===== src/rtl/fetch_queue.sv =====
// Instruction fetch stage: one outstanding request/ack transaction to instruction
// memory, a show-ahead FIFO toward decode, and PC register write control.
module fetch_queue #(
   parameter int DEPTH = 2
) (
   input  logic        Clk_i,
   input  logic        Rst_i,
   input  logic        Start_i,
   input  logic [31:0] PC_i,
   output logic        PCWrite_o,
   output logic [31:0] NextPC_o,
   input  logic        Flush_i,
   input  logic [31:0] Target_i,
   output logic        IMemReq_o,
   output logic [31:0] IMemAddr_o,
   input  logic        IMemAck_i,
   input  logic [31:0] IMemData_i,
   output logic        Valid_o,
   input  logic        Ready_i,
   output logic [31:0] Instr_o,
   output logic [31:0] InstrPC_o,
   output logic [1:0]  State_o
);

   localparam int AW = $clog2(DEPTH);
   localparam logic [AW:0] DEPTH_C = (AW+1)'(DEPTH);

   typedef enum logic [1:0] {
      IDLE = 2'd0,
      REQ  = 2'd1,
      DROP = 2'd2
   } state_t;

   state_t        state;
   logic          req_q;
   logic [31:0]   req_addr;
   logic [31:0]   addr_inc;

   logic [31:0]   fifo_pc    [DEPTH];
   logic [31:0]   fifo_instr [DEPTH];
   logic [AW-1:0] rd_ptr;
   logic [AW-1:0] wr_ptr;
   logic [AW:0]   count;
   logic [AW:0]   count_next;
   logic [31:0]   head_pc;
   logic [31:0]   head_instr;

   logic          push;
   logic          pop;
   logic          space_ok;

   // Decode handshake: an entry transfers on a cycle where Valid_o and Ready_i are
   // both high; Valid_o never depends on Ready_i, and a flush cancels the transfer.
   assign push     = (state == REQ) && IMemAck_i && !Flush_i;
   assign pop      = Valid_o && Ready_i && !Flush_i;
   assign addr_inc = req_addr + 32'd4;
   assign space_ok = count_next < DEPTH_C;

   always_comb begin
      count_next = count;
      if (Flush_i) count_next = '0;
      else         count_next = count + (AW+1)'(push) - (AW+1)'(pop);
   end

   always_comb begin
      PCWrite_o = 1'b0;
      NextPC_o  = PC_i;
      if (Flush_i) begin
         PCWrite_o = 1'b1;
         NextPC_o  = Target_i;
      end else if (push) begin
         PCWrite_o = 1'b1;
         NextPC_o  = addr_inc;
      end
   end

   always_ff @(posedge Clk_i) begin
      if (Rst_i) begin
         state    <= IDLE;
         req_q    <= 1'b0;
         req_addr <= '0;
      end else begin
         case (state)
            IDLE: begin
               if (!Flush_i && Start_i && space_ok) begin
                  state    <= REQ;
                  req_q    <= 1'b1;
                  req_addr <= PC_i;
               end
            end
            REQ: begin
               if (Flush_i) begin
                  // A redirect without the ack leaves the old request on the bus.
                  if (IMemAck_i) begin
                     state <= IDLE;
                     req_q <= 1'b0;
                  end else begin
                     state <= DROP;
                  end
               end else if (IMemAck_i) begin
                  if (Start_i && space_ok) begin
                     req_addr <= addr_inc;
                  end else begin
                     state <= IDLE;
                     req_q <= 1'b0;
                  end
               end
            end
            DROP: begin
               if (IMemAck_i) begin
                  state <= IDLE;
                  req_q <= 1'b0;
               end
            end
            default: begin
               state <= IDLE;
               req_q <= 1'b0;
            end
         endcase
      end
   end

   always_ff @(posedge Clk_i) begin
      if (push) begin
         fifo_pc[wr_ptr]    <= req_addr;
         fifo_instr[wr_ptr] <= IMemData_i;
      end
   end

   always_ff @(posedge Clk_i) begin
      if (Rst_i) begin
         rd_ptr     <= '0;
         wr_ptr     <= '0;
         count      <= '0;
         head_pc    <= '0;
         head_instr <= '0;
      end else begin
         count <= count_next;
         if (Flush_i) begin
            rd_ptr <= '0;
            wr_ptr <= '0;
         end else begin
            if (push) wr_ptr <= wr_ptr + 1'b1;
            if (pop)  rd_ptr <= rd_ptr + 1'b1;
            // Head register shows the new oldest entry; it holds when the FIFO drains.
            if (count_next != '0) begin
               if (count == (AW+1)'(pop)) begin
                  head_pc    <= req_addr;
                  head_instr <= IMemData_i;
               end else begin
                  head_pc    <= fifo_pc[rd_ptr + AW'(pop)];
                  head_instr <= fifo_instr[rd_ptr + AW'(pop)];
               end
            end
         end
      end
   end

   assign IMemReq_o  = req_q;
   assign IMemAddr_o = req_addr;
   assign Valid_o    = (count != '0);
   assign Instr_o    = head_instr;
   assign InstrPC_o  = head_pc;
   assign State_o    = state;

endmodule


===== config.mk =====
export PLATFORM = sky130hd
export DESIGN_NAME = fetch_queue
export DESIGN_NICKNAME = d
export VERILOG_FILES = /design/src/rtl/fetch_queue.sv
export SDC_FILE = /design/constraint.sdc
export NUM_CORES = 1
export LEC_CHECK = 0
export BUFFER_PORTS_ARGS = -buffer_cell sky130_fd_sc_hd__buf_4
export CAP_MARGIN = 5
export CORE_UTILIZATION = 44
export DETAILED_ROUTE_END_ITERATION = 8
export PLACE_DENSITY_LB_ADDON = 0.3
export SLEW_MARGIN = 25
export SYNTH_ARGS = -nofsm -noshare
export SYNTH_HDL_FRONTEND = slang
export SYNTH_SLANG_ARGS = --single-unit

===== constraint.sdc =====
create_clock -name Clk_i -period 8.8 [get_ports Clk_i]
set_input_delay 0.88 -clock Clk_i [delete_from_list [all_inputs] [get_ports Clk_i]]
set_output_delay 0.88 -clock Clk_i [all_outputs]
set_load 0.02 [all_outputs]

# Word-level counts from Yosys, hierarchy flattened
# Memories as Yosys holds them, arrays and structs flattened.
# Index checks and enable logic that the tools add are counted.
# totals
out_inout_bits	133
memories	2
wordCells	71
ramBits	128
reg_bits	103
# classes
n_mux	26
reduce_logical	17
n_addsub	6
bitwise_logic	1
magnitude_cmp	1
n_eq_ne	10
# mem_list
memory	words	word_bits	rd	rd_clocked_by_memory_dff	write_ports	line	source
fifo_instr	2	32	1	0	1	40	logic [31:0] fifo_instr [DEPTH];
fifo_pc	2	32	1	0	1	39	logic [31:0] fifo_pc [DEPTH];
# ops
operator	n
$mux 32	8
$pmux 32 s2	1
$add 32x3->32 const B	1
$mux 2	7
$mux 1	8
$ne 2x2->1 const B	4
$logic_and 1x1->1	7
$ne 3x3->1 const B	2
$pmux 2 s3	1
$reduce_bool 2->1	3
$reduce_and 5->1	1
$reduce_and 4->1	1
$pmux 1 s3	1
$reduce_and 3->1	1
$add 1x1->1 const B	2
$add 2x1->2	1
$eq 2x1->1	1
$eq 2x1->1 const B	1
$eq 2x2->1 const B	1
$logic_not 2->1	1
$lt 2x2->1 const B	1
$ne 2x1->1 const B	1
$reduce_and 2->1	1
$reduce_or 2->1	1
other kinds (4)	4

# Depth between registers and ports, before layout
# Gate-level depths: netlist of run 1.
# depth
ltp_word	12
ltp_mapped	15
mapped_depth_nobuf	11

# Worst setup path after synthesis of run 1
# Ideal clock, no wire load.
# synth_path
kind	in2reg
startpoint	input port Flush_i
endpoint	memory fifo_instr[0][0], enable pin
path_slack_ns	4.214
setup_ns	0.486
cell_stages	4
required_time_ns	8.314
n_path_buf	2
t_arrival_ns	4.100
path_cell_list	clkbuf_1 > nand2b_1 > buf_2 > nor2_1
# synth_between
elab_chain_len	4
# synth_lines
element	line	source
start: declaration	12	input logic Flush_i,
$logic_not 1->1	54	assign push = (state == REQ) && IMemAck_i && !Flush_i;
$logic_and 1x1->1	54	
$mux 1	124	if (push) begin
$mux 1 (implied by the code)	126	fifo_instr[wr_ptr] <= IMemData_i;
end: declaration	40	
# Every way passes these cells.

# Final worst setup path of run 1
# layout_path
startpoint	register state[0], in the netlist State_o[0]
endpoint	register req_addr[27], in the netlist IMemAddr_o[27]
# layout_between
elab_chain_len	10
elab_cells_between_ends	17
cone_classes	add/sub (2); order compare (1); eq/ne (5); mux (2); reduce/logical (7)
# layout_lines
element	line	source
start: declaration	34	state_t state;
start signal: assignment	79	state <= IDLE;
start signal: assignment	86	state <= REQ;
start signal: assignment	95	state <= IDLE;
$eq 2x1->1	54, 83	
$logic_and 1x1->1 (2 in series)	54	
$add 2x1->2	62	else count_next = count + (AW+1)'(push) - (AW+1)'(pop);
$sub 2x1->2	62	
$mux 2	61	if (Flush_i) count_next = '0;
$lt 2x2->1	57	assign space_ok = count_next < DEPTH_C;
$logic_and 1x1->1, on equally long branches	101, 85	
$ne 2x1->1 (no source line) / $ne 2x2->1 (equally long branches)	n/a	
$reduce_and 5->1 (no source line)	n/a	
end signal: assignment	88	req_addr <= PC_i;
end signal: assignment	102	req_addr <= addr_inc;
end: declaration	36	logic [31:0] req_addr;
# Parallel ways exist; a longest one is shown, timed or not.
# A chain may end at the register's enable or synchronous reset.

==> impl_metrics.csv, run 1 <==
group,metric,value,unit
outcome,status,"finished clean",
synthesis,synthFlopType,"edfxtp_1",
setup_path,crit_arrival,5030,ps
placed_design,globalplace.congestion,0.869,
detailed_routing,num_vias,8825,
setup_path,critPathCaptureType,"register",
clock_tree,clockBufferDepth,3,
floorplanning,initial_core_util,0.453,
clock_tree,htreeDepth,1,
synthesis,async_reset_ff_frac,0,
global_routing,antenna_found_initial,1,
global_routing,grt_overflow,0,
finish,drive_above_1_share,0.310,
timing,period_needed,4600,ps
synthesis,yosysWarnings,0,
detailed_routing,wl_per_cell,19.6,um
synthesis,synthCells,1045,
floorplanning,dieArea,0.0260,mm^2
detailed_routing,drt_first_pass_iters,5,
clock_tree,cts_tree,"yes",
floorplanning,rows,57,
synthesis,syn-num-nets,1150,
floorplanning,die_w,161,um
clock_tree,cts_setup_buffers,0,
finish,nets,1323,
timing,grt_setup_unrepaired,"no",
synthesis,ys_ff_latch,231,
min_path,hp-class,"reg2reg",
synthesis,synth_edf_count,128,
synthesis,synth-seq-area-share,0.530,
finish,syn2layout_area_growth,22.7,%
setup_path,crit_required,9230,ps
clock_tree,clock-root-buffer,"clkbuf_16",
clock_tree,clock-sinks,231,
timing,max-slew-margin-rel,0.279,
detailed_routing,viasPerCell,5.65,
synthesis,synth.area.top_cells,"edfxtp_1 (34%), dfxtp_1 (18%), a211oi_2 (4.5%)",
clock_tree,hold_buffers,0,
power_and_ir_drop,power.density,174,mW/mm^2
timing,max_freq,0.218,GHz
floorplanning,core_area,0.0246,mm^2
detailed_routing,initialDrtViolationCount,744,
power_and_ir_drop,vdd_drop_max,0.117,mV
flow_run,max_cap_viol_count,0,
synthesis,synth_top_area_frac,0.345,
detailed_routing,routed_wl,30.6,mm
setup_path,crit_fanout,26,
floorplanning,die_h,161,um
floorplanning,ios,235,
synthesis,postSynthAreaPerCell,10.7,um^2
detailed_routing,drc,0,
synthesis,yosysTopAreaCell,"edfxtp_1",
synthesis,synth.distinct_cells,67,
timing,tightest_slew,1080,ps
power_and_ir_drop,p_leak,5.18,nW
global_routing,grt_pass1_vias,8329,
finish,fillers,2170,
synthesis,synth.top_cells.by_count,"edfxtp_1 (128), nand2_1 (128), nor2_1 (107), dfxtp_1 (103), and3_1 (73)",
global_routing,grt_max_degree,78,
global_routing,grt_usage,0.231,
clock_tree,ctsResizeCount,0,
placed_design,hpwlAfterDp,19.1,mm
timing,fin_crit_sh,0.522,
setup_path,critPathLaunchType,"register",
timing,drv_slew,0,
global_routing,grt_pass1_wl,47.3,mm
placed_design,numPortBuffers,234,
timing,finalSetupViolCount,0,
timing,hold_ws,456,ps
timing,fin_tns_setup,0,ps
clock_tree,clk_latency,510,ps
setup_path,setup.worst_path.class,"reg2reg",
timing,finalClockSkew,10.6,ps
clock_tree,numCtsBuffers,24,
clock_tree,clk_pin_slew,60,ps
detailed_routing,detail-route-antenna-nets,0,
synthesis,syn_area,0.0111,mm^2
timing,hold_viol_final,0,
[worst max-delay path, stage by stage (launching register included)]
cell and delay [ps]:
dfxtp_1 480, and2b_1 540, and2_1 210, buf_4 310, nand2b_1 470, ha_1 460, inv_1 40, ha_1 190
xnor3_1 420, and4_1 830, nand2_1 300, o22ai_1 250
[final cells by class]
type	count	area (um^2)	area share
clock buffer	36	717	0.0524
clock inverter	8	43.8	0.00320
inverter	8	30.0	0.00220
antenna	1	2.50	0.000183
timing repair buffer	242	1820	0.133
sequential	231	5910	0.432
multi-input combinational	711	4750	0.348
tap	324	405	0.0296
[where the power goes]
part | leakage, nW | internal (W) | switching, W
combinational | 2.81 | 0.0000965 | 0.000126
sequential | 2.00 | 0.00115 | 0.0000289
clock | 0.373 | 0.000562 | 0.000413
total | 5.18 | 0.00181 | 0.000568
[state kept, by name, indices dropped and copies added (netlist names)]
register,cells
fifo_pc,64
count,2
IMemAddr_o,32
wr_ptr,1
IMemReq_o,1
rd_ptr,1
fifo_instr,64
InstrPC_o,32
Instr_o,32
State_o,2
[placed cells by master (no fill, tap or decap), types with 11 or more instances in the layout]
master     Yosys  layout
nand3_1       16      16
clkbuf_16      0      25
mux2i_1       14      14
edfxtp_1     128     128
nand2b_1      12      11
o21ai_0       33      33
a211oi_2      40      40
a21oi_1       33      32
xnor2_1       15      15
and3_1        73      73
a211oi_1      26      26
nor2_1       107     105
buf_4          8     242
nand2_1      128     128
o31ai_1       36      36
o31ai_2       40      40
nand4_1       11      11
nor3_1        16      16
dfxtp_1      103     103
[through the flow]
step	cells	setup WS [ps]	util	power [W]	instance area (um^2)
2_1_floorplan	1045	4210	-	0.00132	11100
3_3_place_gp	1516	4400	0.525	0.00142	12900
3_5_place_dp	1516	4260	0.525	0.00143	12900
4_1_cts	1560	4260	0.556	0.00240	13700
5_1_grt	1561	3860	0.556	0.00246	13700
6_report	1561	4200	0.556	0.00238	13700
[path summary, 6_finish.rpt]
check | from | end | slack (ps) | cells after the start
max | State_o[0] | IMemAddr_o[27] | 4200 | 11
max reg2reg | State_o[0] | IMemAddr_o[27] | 4200 | 11
min reg2reg | Instr_o[30] | Instr_o[30] | 460 | 2
min | Instr_o[30] | Instr_o[30] | 460 | 2
[routing by layer]
| layer | GRT usage | part of all wire | up-vias |
|---|---|---|---|
| met1 | 0.324 | 0.45 | 4215 |
| met2 | 0.382 | 0.47 | 370 |
| met4 | 0.0407 | 0.010 | 0 |
| li1 | - | - | 4217 |
| met5 | 0 | 0 | - |
| met3 | 0.0326 | 0.070 | 23 |
[kinds of logic (layout without fill, tap and decap cells)]
kind of cell	after synthesis	count (layout)	synth area share
AND/OR/NAND/NOR	412	412	0.190
AO/OA/AOI/OAI	258	258	0.196
flip-flops	231	231	0.530
buffers and inverters	103	294	0.0485
XOR/XNOR	24	24	0.0201
multiplexers	14	14	0.0126
adder cells (fa/ha/maj)	3	3	0.00337
other	0	1	0
Note: power is estimated with default switching activity, not from simulation.
==> run 2: changes to the inputs <==
==> constraint.sdc (replaced) <==
create_clock -name Clk_i -period 4.1 [get_ports Clk_i]
set_input_delay 0.41 -clock Clk_i [delete_from_list [all_inputs] [get_ports Clk_i]]
set_output_delay 0.41 -clock Clk_i [all_outputs]
set_load 0.02 [all_outputs]
==> run 2 against run 1 <==
Against the previous run: combinational power increased by 120%; critical path depth down 4; sequential power is 120% higher; sequential share of layout area is 0.50 points lower; wire length rose by 0.86%; worst hold slack got worse by 360 ps; die area unchanged; clock skew fell by 2.7 ps.
==> impl_metrics.csv, run 2 (synthesized netlist as in run 1, its figures left out) <==
group,metric,value,unit
setup_path,rr_worst_depth,12,
clock_tree,ctsResizeCount,0,
detailed_routing,wl_met1,14.0,mm
floorplanning,rows,57,
power_and_ir_drop,p_leak,5.26,nW
finish,mostFrequentLayoutCells,"buf_4 (247), nand2_1 (128), edfxtp_1 (128)",
clock_tree,hold_buffers,0,
clock_tree,clockBufferDepth,3,
setup_path,critPathCaptureType,"primary output",
finish,drive_above_1_share,0.313,
clock_tree,clk_pin_slew,60,ps
timing,finalClockSkew,7.92,ps
detailed_routing,detail-route-antenna-nets,0,
setup_path,rrSetupSlack,890,ps
timing,max_freq,0.286,GHz
timing,grt_setup_unrepaired,"no",
placed_design,dp.cells,1523,
finish,top_regs,"fifo_instr (64), fifo_pc (64)",
clock_tree,htreeDepth,1,
setup_path,crit_arrival,3090,ps
global_routing,grt_usage,0.234,
power_and_ir_drop,power.switching,0.00121,W
floorplanning,die_h,161,um
detailed_routing,dr.max_layer_used,"met4",
power_and_ir_drop,power.density,385,mW/mm^2
global_routing,grt_max_degree,67,
timing,max-slew-margin-rel,0.285,
power_and_ir_drop,switching_share,0.226,
global_routing,grt_pass1_wl,47.7,mm
floorplanning,ios,235,
detailed_routing,drt_first_pass_iters,5,
min_path,hp-class,"in2reg",
power_and_ir_drop,clkPwrFrac,0.433,
placed_design,hpwlAfterDp,19.4,mm
global_routing,antenna_found_initial,0,
floorplanning,dieArea,0.0260,mm^2
min_path,hold_depth,1,
floorplanning,core_area,0.0246,mm^2
timing,fin_crit_sh,0.852,
outcome,status,"finished clean",
detailed_routing,num_vias,8979,
clock_tree,cts_tree,"yes",
clock_tree,cts_setup_buffers,0,
power_and_ir_drop,combinationalPowerShare,0.091,
timing,hold_viol_final,0,
finish,seqCellArea,0.00591,mm^2
timing,period_needed,3500,ps
timing,drv_slew,0,
floorplanning,die_w,161,um
detailed_routing,routed_wl,30.9,mm
finish,nets,1330,
flow_run,max_cap_viol_count,0,
timing,tightest_slew,1070,ps
clock_tree,clock-sinks,231,
finish,multi_input_area,0.00475,mm^2
detailed_routing,viasPerCell,5.73,
placed_design,numPortBuffers,234,
global_routing,grt_pass1_vias,8239,
detailed_routing,initialDrtViolationCount,690,
setup_path,crit_fanout,11,
power_and_ir_drop,vdd_drop_max,0.234,mV
floorplanning,initial_core_util,0.453,
power_and_ir_drop,p_int,0.00412,W
setup_path,critPathLaunchType,"register",
finish,syn2layout_area_growth,24.1,%
power_and_ir_drop,finalPower,0.00533,W
detailed_routing,wl_per_cell,19.7,um
detailed_routing,route.met2.wl,14.3,mm
clock_tree,clock-root-buffer,"clkbuf_16",
placed_design,globalplace.congestion,0.879,
finish,layout_commonest_cell,"buf_4",
power_and_ir_drop,power_frac_seq,0.476,
timing,finalSetupViolCount,0,
finish,fillers,2164,
setup_path,crit_required,3690,ps
global_routing,grt_overflow,0,
finish,final_cell_count_no_fill,1567,
setup_path,setup.worst_path.class,"reg2out",
clock_tree,numCtsBuffers,24,
detailed_routing,route.met3.wl,1.89,mm
detailed_routing,drc,0,
clock_tree,clk_latency,510,ps
timing,hold_ws,99.0,ps
finish,n_antenna_cell,0,
## run 2: changes by cell type in the layout (fill, tap and decap cells not counted), sizes merged
| cell | change |
|---|---|
| buf | +7 |
| bufinv | +4 |
| clkinvlp | -2 |
| clkbuf | -1 |
| clkinv | -1 |
| diode | -1 |
## run 2: layout make-up
cell class,instances,share of cell area
Clock inverter,9,0.0103
Multi-Input combinational cell,711,0.344
Tap cell,324,0.0293
Clock buffer,35,0.0508
Inverter,8,0.00217
Timing Repair Buffer,249,0.137
Sequential cell,231,0.427
## run 2: power by group through the flow
stage | sequential (W) | combinational, W | clock, W
floorplan | 0.00259 | 0.000243 | 0
global placement | 0.00258 | 0.000479 | 0
detailed placement | 0.00259 | 0.000484 | 0
CTS | 0.00254 | 0.000487 | 0.00235
global route | 0.00254 | 0.000526 | 0.00246
finish | 0.00254 | 0.000486 | 0.00231
## run 2: per-layer routing
layer / GRT usage / vias up
met1: 0.333 / 4353
met4: 0.0557 / 0
li1: - / 4229
met5: 0 / -
met2: 0.372 / 347
met3: 0.0372 / 50
## run 2: worst max-delay path, stage by stage (launching register included)
cell	delay (ps)
dfxtp_1	620
ha_1	360
nand3_1	290
nor3_4	430
nand3_1	190
or4_1	440
nand3_1	100
buf_4	140
## run 2: metrics by stage
| stage | setup slack (ps) | TNS [ps] | area, um^2 | utilization |
|---|---|---|---|---|
| 3_3_place_gp | 992 | 0 | 13000 | 0.528 |
| 5_1_grt | 480 | 0 | 13800 | 0.562 |
| 2_1_floorplan | -388 | -49660 | 11100 | - |
| 4_1_cts | 640 | 0 | 13800 | 0.562 |
| 3_5_place_dp | 906 | 0 | 13000 | 0.528 |
| 6_report | 605 | 0 | 13800 | 0.562 |
## run 2: final timing paths
check	to	start
worst max-delay path	NextPC_o[20]	IMemAddr_o[2]
worst min-delay path	fifo_instr[0][5]	IMemData_i[5]
worst max register to register	IMemAddr_o[4]	State_o[0]
worst min register to register	InstrPC_o[3]	InstrPC_o[3]
==> run 3: changes to the inputs <==
--- a/config.mk
+++ b/config.mk
@@ -8,6 +8,7 @@
 export BUFFER_PORTS_ARGS = -buffer_cell sky130_fd_sc_hd__buf_4
 export CAP_MARGIN = 5
 export CORE_UTILIZATION = 44
+export CTS_BUF_LIST = sky130_fd_sc_hd__clkbuf_16
 export DETAILED_ROUTE_END_ITERATION = 8
 export PLACE_DENSITY_LB_ADDON = 0.3
 export SLEW_MARGIN = 25
==> run 3 against run 2 <==
Against the previous run: highest routed layer unchanged; final cell count stayed put; wire length shrank 0.46%; count of clock-buffer cells in the layout shrank 10; die area stayed put; global-route usage about the same; cell area decreased by 0.29%; critical path type unchanged; clock power shrank 4%; largest power group unchanged; via count is 0.58% lower.
==> impl_metrics.csv, run 3 (synthesized netlist as in run 1, its figures left out) <==
group,metric,value,unit
clock_tree,clk_latency,500,ps
detailed_routing,drc,0,
timing,finalSetupViolCount,0,
timing,max_freq,0.288,GHz
setup_path,setup.worst_path.class,"reg2out",
timing,max-slew-margin-rel,0.295,
timing,final.setup.worst_slack,625,ps
finish,top_regs,"fifo_instr (64), fifo_pc (64)",
floorplanning,core_area,0.0246,mm^2
clock_tree,clock-sinks,231,
setup_path,crit_fanout,11,
power_and_ir_drop,finalPower,0.00523,W
finish,final_util,0.561,
clock_tree,cts_setup_buffers,0,
detailed_routing,routed_wl,30.8,mm
finish,final_cell_area,0.0138,mm^2
timing,fin_tns_setup,0,ps
power_and_ir_drop,p_leak,5.26,nW
global_routing,grt_overflow,0,
global_routing,antenna_found_initial,0,
setup_path,critPathLaunchType,"register",
power_and_ir_drop,p_int,0.00403,W
power_and_ir_drop,power.switching,0.00120,W
floorplanning,die_h,161,um
finish,syn2layout_area_growth,23.8,%
clock_tree,clk_pin_slew,60,ps
power_and_ir_drop,switching_share,0.229,
placed_design,hpwlAfterDp,19.4,mm
finish,seqCellArea,0.00591,mm^2
finish,mostFrequentLayoutCells,"buf_4 (247), nand2_1 (128), edfxtp_1 (128)",
timing,drv_slew,0,
setup_path,crit_arrival,3070,ps
setup_path,critPathCaptureType,"primary output",
detailed_routing,viasPerCell,5.70,
floorplanning,ios,235,
floorplanning,dieArea,0.0260,mm^2
timing,grt_setup_unrepaired,"no",
power_and_ir_drop,power_frac_seq,0.485,
power_and_ir_drop,power.density,379,mW/mm^2
placed_design,dpl_cell_area,0.0130,mm^2
global_routing,grt_pass1_vias,8203,
placed_design,numPortBuffers,234,
clock_tree,ctsResizeCount,0,
timing,period_needed,3480,ps
flow_run,max_cap_viol_count,0,
detailed_routing,wl_per_cell,19.6,um
clock_tree,numCtsBuffers,24,
clock_tree,clock-root-buffer,"clkbuf_16",
finish,drive_above_1_share,0.310,
power_and_ir_drop,clkPwrFrac,0.423,
setup_path,crit_required,3690,ps
timing,tightest_slew,1060,ps
timing,hold_viol_final,0,
timing,fin_crit_sh,0.848,
detailed_routing,route.met3.wl,1.98,mm
clock_tree,htreeDepth,1,
power_and_ir_drop,vdd_drop_max,0.234,mV
placed_design,dp_slack,906,ps
power_and_ir_drop,combinationalPowerShare,0.093,
detailed_routing,route.met2.wl,14.2,mm
floorplanning,initial_core_util,0.453,
finish,nets,1330,
detailed_routing,dr.max_layer_used,"met4",
finish,multi_input_area,0.00475,mm^2
min_path,hp-class,"in2reg",
detailed_routing,initialDrtViolationCount,716,
floorplanning,rows,57,
placed_design,globalplace.congestion,0.879,
finish,n_antenna_cell,0,
finish,fillers,2171,
global_routing,grt_max_degree,67,
floorplanning,die_w,161,um
outcome,status,"finished clean",
global_routing,grt_usage,0.233,
clock_tree,hold_buffers,0,
detailed_routing,detail-route-antenna-nets,0,
clock_tree,clockBufferDepth,3,
clock_tree,cts_tree,"yes",
global_routing,grt_pass1_wl,47.7,mm
finish,layout_commonest_cell,"buf_4",
detailed_routing,wl_met1,14.0,mm
detailed_routing,drt_first_pass_iters,5,
detailed_routing,num_vias,8927,
timing,finalClockSkew,6.73,ps
run 3: worst paths after layout:
| check | startpoint | end | slack, ps | cells after the start |
|---|---|---|---|---|
| worst max-delay path | IMemAddr_o[2] | NextPC_o[20] | 620 | 7 |
| worst min-delay path | IMemData_i[5] | fifo_instr[0][5] | 100 | 1 |
| worst max register to register | State_o[0] | IMemAddr_o[4] | 900 | 12 |
| worst min register to register | InstrPC_o[10] | InstrPC_o[10] | 460 | 2 |
run 3: layout make-up:
| type | count | area share |
|---|---|---|
| tap | 324 | 0.0294 |
| sequential | 231 | 0.428 |
| timing repair buffer | 249 | 0.137 |
| clock inverter | 19 | 0.0131 |
| clock buffer | 25 | 0.0453 |
| inverter | 8 | 0.00218 |
| multi-input combinational | 711 | 0.345 |
run 3: power groups by stage:
| stage | Sequential [W] | Clock (W) | Combinational [W] |
|---|---|---|---|
| floorplan | 0.00259 | 0 | 0.000243 |
| global placement | 0.00258 | 0 | 0.000479 |
| detailed placement | 0.00259 | 0 | 0.000484 |
| CTS | 0.00254 | 0.00225 | 0.000487 |
| global route | 0.00254 | 0.00237 | 0.000526 |
| finish | 0.00254 | 0.00221 | 0.000485 |
run 3: per-layer routing:
| metal | global-route usage | vias to the layer above |
|---|---|---|
| met5 | 0 | - |
| met4 | 0.0536 | 0 |
| met3 | 0.0370 | 44 |
| met2 | 0.370 | 348 |
| met1 | 0.335 | 4301 |
| li1 | - | 4234 |
run 3: stage by stage:
stage / hold slack (ps) / std cells
after floorplan: 489 / 1045
after global placement: 438 / 1523
after detailed placement: 445 / 1523
after CTS: 84.1 / 1567
after global routing: 65.2 / 1567
final: 98.7 / 1567
run 3: worst max-delay path: stages, from the launching register on:
cell and delay [ps]:
dfxtp_1 610, ha_1 360, nand3_1 290, nor3_4 420, nand3_1 190, or4_1 430, nand3_1 100, buf_4 140
